===== src/rtl/sixteen_bit_ld_register.sv =====
// sixteen_bit_ld_register
// Parallel-load storage register with an active-high load enable.
// When ld is high, in is captured on the rising clock edge. Otherwise the
// stored value is held. The asynchronous active-low reset forces RESET_VALUE
// immediately and takes priority over ld. out is driven straight from the
// flops, so there is no combinational path from in or ld to out.

module sixteen_bit_ld_register #(
   parameter int                 WIDTH       = 16,
   parameter logic [WIDTH-1:0]   RESET_VALUE = {WIDTH{1'b0}}
) (
   input  logic             clk,
   input  logic             rst,
   input  logic             ld,
   input  logic [WIDTH-1:0] in,
   output logic [WIDTH-1:0] out
);

   logic [WIDTH-1:0] out_d;
   logic [WIDTH-1:0] out_q;

   // Next-state selection: capture in on a load, otherwise recirculate the held value
   always_comb begin
      out_d = out_q;
      if (ld == 1'b1) begin
         out_d = in;
      end else begin
         out_d = out_q;
      end
   end

   // Storage flops: asynchronous clear to RESET_VALUE, otherwise take the selected next value
   always_ff @(posedge clk or negedge rst) begin
      if (rst == 1'b0) begin
         out_q <= RESET_VALUE;
      end else begin
         out_q <= out_d;
      end
   end

   assign out = out_q;

endmodule


===== config.mk =====
export PLATFORM = sky130hd
export DESIGN_NAME = sixteen_bit_ld_register
export DESIGN_NICKNAME = d
export VERILOG_FILES = /design/src/rtl/sixteen_bit_ld_register.sv
export SDC_FILE = /design/constraint.sdc
export NUM_CORES = 1
export LEC_CHECK = 0
export CAP_MARGIN = 0
export CELL_PAD_IN_SITES_DETAIL_PLACEMENT = 0
export CELL_PAD_IN_SITES_GLOBAL_PLACEMENT = 2
export CORE_ASPECT_RATIO = 2
export CORE_MARGIN = 8
export CORE_UTILIZATION = 22
export DETAILED_ROUTE_END_ITERATION = 10
export HOLD_SLACK_MARGIN = 0.02
export PLACE_DENSITY_LB_ADDON = 0.1
export SLEW_MARGIN = 10
export SYNTH_ARGS = -nofsm -noshare
export SYNTH_HDL_FRONTEND = slang
export SYNTH_SLANG_ARGS = --single-unit

===== constraint.sdc =====
create_clock -name clk -period 0.8 [get_ports clk]
set_input_delay 0.08 -clock clk [delete_from_list [all_inputs] [get_ports clk]]
set_output_delay 0.08 -clock clk [all_outputs]
set_load 0.03 [all_outputs]

==> qor.yml, run 1 <==
io_pins: 35
synth_cells: 34
first_pass_iters: 2
slew_viol_final: 0
period_share_pct: 109
grt_max_degree: 17
drtAntennaViolNets: 0
synthesis.nets: 53
cp.required_ns: 0.72
rsz0062_at_grt: "yes"
syn_to_final_growth_pct: 77.3
hold_viol: 0
nets: 93
syn_area_sq_um: 649
drc: 0
htree_levels: 1
synth_top_area_share_pct: 61.7
layout_setup_ws_ns: -0.0702
synth.avg_cell_area_sq_um: 19.1
crit_family: "flip-flops"
ir_drop_mv: 0.813
endpoint_kind: "output pin"
rows: 28
place_ws_ns: -0.456
finalSetupViolations: 16
track_usage_pct: 7.03
failed_checks: "setup timing"
seq_power_share_pct: 44.6
synth_common_cells: "dfrtp_1 (16), mux2_4 (10), mux2_2 (6)"
synth-simple-area-share_pct: 0
worstPathMaxFanout: 2
worstSkewPairLatency_ns: 0.24
crit_chain: "buf_6"
worst_pin_slew_ns: 0.115
grt_pass1_wl_mm: 2.57
synth_area_leaders: "dfrtp_1 (62%), mux2_4 (23%), mux2_2 (10%)"
ys_types: 5
max_stage_delay_ns: 0.41
layout_min_cycle_time_ns: 0.870
clk_path_buf_depth: 2
avgViaCountPerCell: 4.22
drive_above_1_share_pct: 76.4
critPathKind: "register to output pin"
drt_iter0_drc: 4
switching_power_mw: 0.562
slowest_stage: "dfrtp_2"
max_freq_mhz: 1150
pwr-share-comb_pct: 29.6
clock-root-buffer: "clkbuf_8"
synth_top_area_cell: "dfrtp_1"
cellLeakagePower_nw: 0.505
wl_per_cell_um: 15.6
synth_top_flop_cell: "dfrtp_1"
synth_compound_area_share_pct: 0
synth_edf_count: 0
synth_xor_area_share_pct: 0
yosysSeqAreaShare_pct: 61.7
synth_mux_area_share_pct: 33.5
fin_util_pct: 40.1
grt_pass1_vias: 515
synth_fa_ha_area_share_pct: 0
clk_pin_slew_ns: 0.06
grt_antenna_before_repair: 0
worst-path-buf-inv: 1
die_w_um: 54.4
cts_tree: "built"
start_util_pct: 22.6
drv_cap: 0
yosys_warnings: 0
cts.sinks: 16
max_slew_margin_pct: 92.3
dieHeight_um: 92.8
largest_reg_flops: 16
ys_ff_latch: 16
numPortBuffers: 34
core_area_sq_um: 2870
outcome: "complete, but fails checks"
p_int_mw: 1.61
cts_made_buffers: 3
min_path_type: "input port to asynchronous set/reset pin"
arrival_ns: 0.79
power_density_nw_per_um2: 1880
async_flop_share_pct: 100
p_sw_share_pct: 25.9
skew_ns: 0
wl_mm: 1.59
via_count: 430
cp-start-kind: "register"
yosysMostFrequentCell: "dfrtp_1"
clockPowerShare_pct: 25.9
die-area_sq_um: 5050
synth_top_family_by_area: "multiplexers"
cts_hold_buf: 0
gp_congestion: 0.625
gr-total-overflow: 0
antenna_cells: 0
## cell usage in the layout, fill, tap and decap left out
cell type / n
clkbuf_8: 3
mux2_4: 10
clkdlybuf4s15_2: 1
buf_6: 16
dfrtp_2: 16
buf_12: 2
clkdlybuf4s50_1: 17
mux2_2: 6
bufbuf_16: 1
## through the flow
stage	TNS (ns)	total power, mW	cells	hold WS (ns)	instance area (sq um)
6_report	-0.980	2.17	102	0.176	1150
5_1_grt	-1.59	2.30	102	0.185	1150
4_1_cts	-1.22	2.23	102	0.175	1150
3_5_place_dp	-6.71	1.54	98	0.434	1020
3_3_place_gp	-6.52	1.53	98	0.432	1020
2_1_floorplan	-0.814	1.27	34	-0.216	669
## power groups by stage
stage          Combinational, mW  Clock, mW  Sequential, mW
2_1_floorplan              0.145          0            1.13
3_3_place_gp               0.572          0           0.961
3_5_place_dp               0.579          0           0.962
4_1_cts                    0.652      0.610           0.966
5_1_grt                    0.674      0.649           0.978
6_report                   0.640      0.561           0.965
## final cells by class
class	count	area, sq um
well taps	30	37.5
clock buffers	3	41.3
flip-flops and latches	16	420
repair buffers	37	434
fillers	285	1720
multi-input cells	16	218
## cells by family after synthesis
group	after synthesis
buf+inv	2
mux	16
flops	16
## per-layer routing
layer	wire length (um)	track usage, %	vias to the layer above
met2	880	11.3	18
met3	155	2.73	2
li1	-	-	196
met1	531	7.50	214
met4	23	3.72	0
met5	0	0	-
## final timing paths
kind,from,endpoint,slack [ns],cells past startpoint
worst max-delay path,out[4],out[4],-0.07,1
worst min-delay path,rst,out[13],0.18,2
worst max register to register,out[15],out[15],0,1
worst min register to register,out[3],out[3],0.53,1
max in group asynchronous,rst,out[6],0.48,2
min in group clk,ld,out[13],0.37,3
## what timing repair did
| action | CTS | global route |
|---|---|---|
| endpoints found under the setup margin | 32 | 27 |
| buffers inserted | 0 | 0 |
| gates cloned | 1 | 0 |
| resized for setup | 19 | 0 |
Power figures use the tool's default switching activity.
==> run 2: changes to the inputs <==
Settings changed: CELL_PAD_IN_SITES_DETAIL_PLACEMENT 0 to unset, CELL_PAD_IN_SITES_GLOBAL_PLACEMENT 2 to unset, CORE_ASPECT_RATIO 2 to unset, CORE_UTILIZATION 22 to 33, MAX_ROUTING_LAYER set to met4, PLACE_DENSITY set to 0.72, PLACE_DENSITY_LB_ADDON 0.1 to unset, SKIP_CTS_REPAIR_TIMING set to 1.
==> run 2 against run 1 <==
The run still ends with setup timing left. Worst hold slack worse by 0.034 ns. Die area down 28%. Sequential power about the same. Design area down 0.22%. Critical path type unchanged. Critical endpoint is now out[7]. Largest cell class unchanged. Highest routed layer is now met3.
==> qor.yml, run 2 (same netlist as run 1, synthesis figures left out) <==
hold_viol: 0  # unchanged
drtAntennaViolNets: 0  # unchanged
die_w_um: 60.4  # +11%
clock-root-buffer: "clkbuf_4"
rsz0062_at_grt: "yes"
outcome: "complete, but fails checks"
slew_viol_final: 0  # unchanged
period_share_pct: 115  # +6.0 points
grt_pass1_vias: 458  # -11%
endpoint_kind: "output pin"
placed_cells: 95  # -3.1%
worst-path-buf-inv: 1  # unchanged
nets: 95  # +2.2%
crit_chain: "buf_6"
core_area_sq_um: 1900  # -34%
worstPathMaxFanout: 2  # unchanged
io_pins: 35  # unchanged
drc: 0  # unchanged
htree_levels: 1  # unchanged
final_common_cell: "buf_6"
ir_drop_mv: 1.05  # +29%
clk_pin_slew_ns: 0.09  # +0.03 ns
layout_min_cycle_time_ns: 0.918  # +0.0478 ns
gp_congestion: 0.696  # +11%
layout_setup_ws_ns: -0.118  # -0.0478 ns
antenna_cells: 0  # unchanged
cp-start-kind: "register"
numPortBuffers: 34  # unchanged
dieHeight_um: 60.4  # -35%
rows: 16  # -43%
placed_area_sq_um: 1010  # -0.37%
worst_pin_slew_ns: 0.227  # +0.111 ns
critPathKind: "register to output pin"
skew_ns: 0  # unchanged
die-area_sq_um: 3640  # -28%
power_density_nw_per_um2: 1770  # -6.2%
drive_above_1_share_pct: 75.7  # -0.71 points
max_freq_mhz: 1090  # -5.2%
max_stage_delay_ns: 0.43  # +0.02 ns
crit_family: "flip-flops"
drt_iter0_drc: 6  # +2
wl_per_cell_um: 15.9  # +2.3%
via_count: 435  # +1.2%
cellLeakagePower_nw: 0.514  # +1.9%
cts_tree: "built"
arrival_ns: 0.84  # +0.05 ns
min_path_type: "input port to asynchronous set/reset pin"
finalSetupViolations: 19  # +3
grt_antenna_before_repair: 0  # unchanged
final_cell_mix: "buf_6 (18), clkdlybuf4s50_1 (17), dfrtp_2 (16)"
grt_max_degree: 17  # unchanged
cts.sinks: 16  # unchanged
grt_pass1_wl_mm: 2.28  # -11%
slowest_stage: "dfrtp_2"
clk_path_buf_depth: 2  # unchanged
cts_made_buffers: 3  # unchanged
layoutNonFillerInstCount: 101  # -0.98%
largest_reg_flops: 16  # unchanged
worstSkewPairLatency_ns: 0.27  # +0.03 ns
track_usage_pct: 8.71  # +1.7 points
max_slew_margin_pct: 84.9  # -7.4 points
drv_cap: 0  # unchanged
cp.required_ns: 0.72  # about the same
finalInstanceArea_sq_um: 1150  # -0.22%
place_ws_ns: -0.438  # +0.0178 ns
syn_to_final_growth_pct: 76.9
first_pass_iters: 2  # unchanged
start_util_pct: 34.1  # +12 points
failed_checks: "setup timing"
wl_mm: 1.61  # +1.3%
gr-total-overflow: 0  # unchanged
avgViaCountPerCell: 4.31  # +2.2%
run 2: power by group:
group / total, mW / internal [mW] / switching (mW)
clock network: 0.403 / 0.174 / 0.229
registers: 0.963 / 0.904 / 0.0591
logic: 0.662 / 0.380 / 0.282
run 2: per-layer routing:
metal	track usage, %	up-vias	wire length, um
li1	-	197	-
met1	10.9	216	738
met2	11.9	22	709
met3	4.03	0	162
met4	3.06	0	0
met5	-	-	0
run 2: path summary, 6_finish.rpt:
check / start / endpoint / slack, ns / depth (start not counted)
setup reg to reg: out[7] / out[7] / -0.10 / 2
hold reg to reg: out[14] / out[14] / 0.53 / 1
setup / recovery: out[7] / out[7] / -0.12 / 1
min in group clk: ld / out[1] / 0.35 / 3
hold / removal: rst / out[8] / 0.14 / 2
max in group asynchronous: rst / out[0] / 0.53 / 2
run 2: area by class of cell:
type | instances | area [sq um]
flip-flops and latches | 16 | 420
multi-input cells | 16 | 221
clock buffers | 3 | 22.5
fillers | 156 | 753
repair buffers | 39 | 450
well taps | 27 | 33.8
run 2: stage by stage:
step                hold WS (ns)  utilization [%]  TNS (ns)  total power, mW
global route               0.137             60.4     -2.75             2.14
finish                     0.141             60.4     -1.91             2.03
floorplan                 -0.216                -    -0.814             1.27
global placement           0.430             53.2     -6.49             1.53
detailed placement         0.441             53.2     -6.59             1.54
CTS                        0.139             54.4     -4.00             1.95
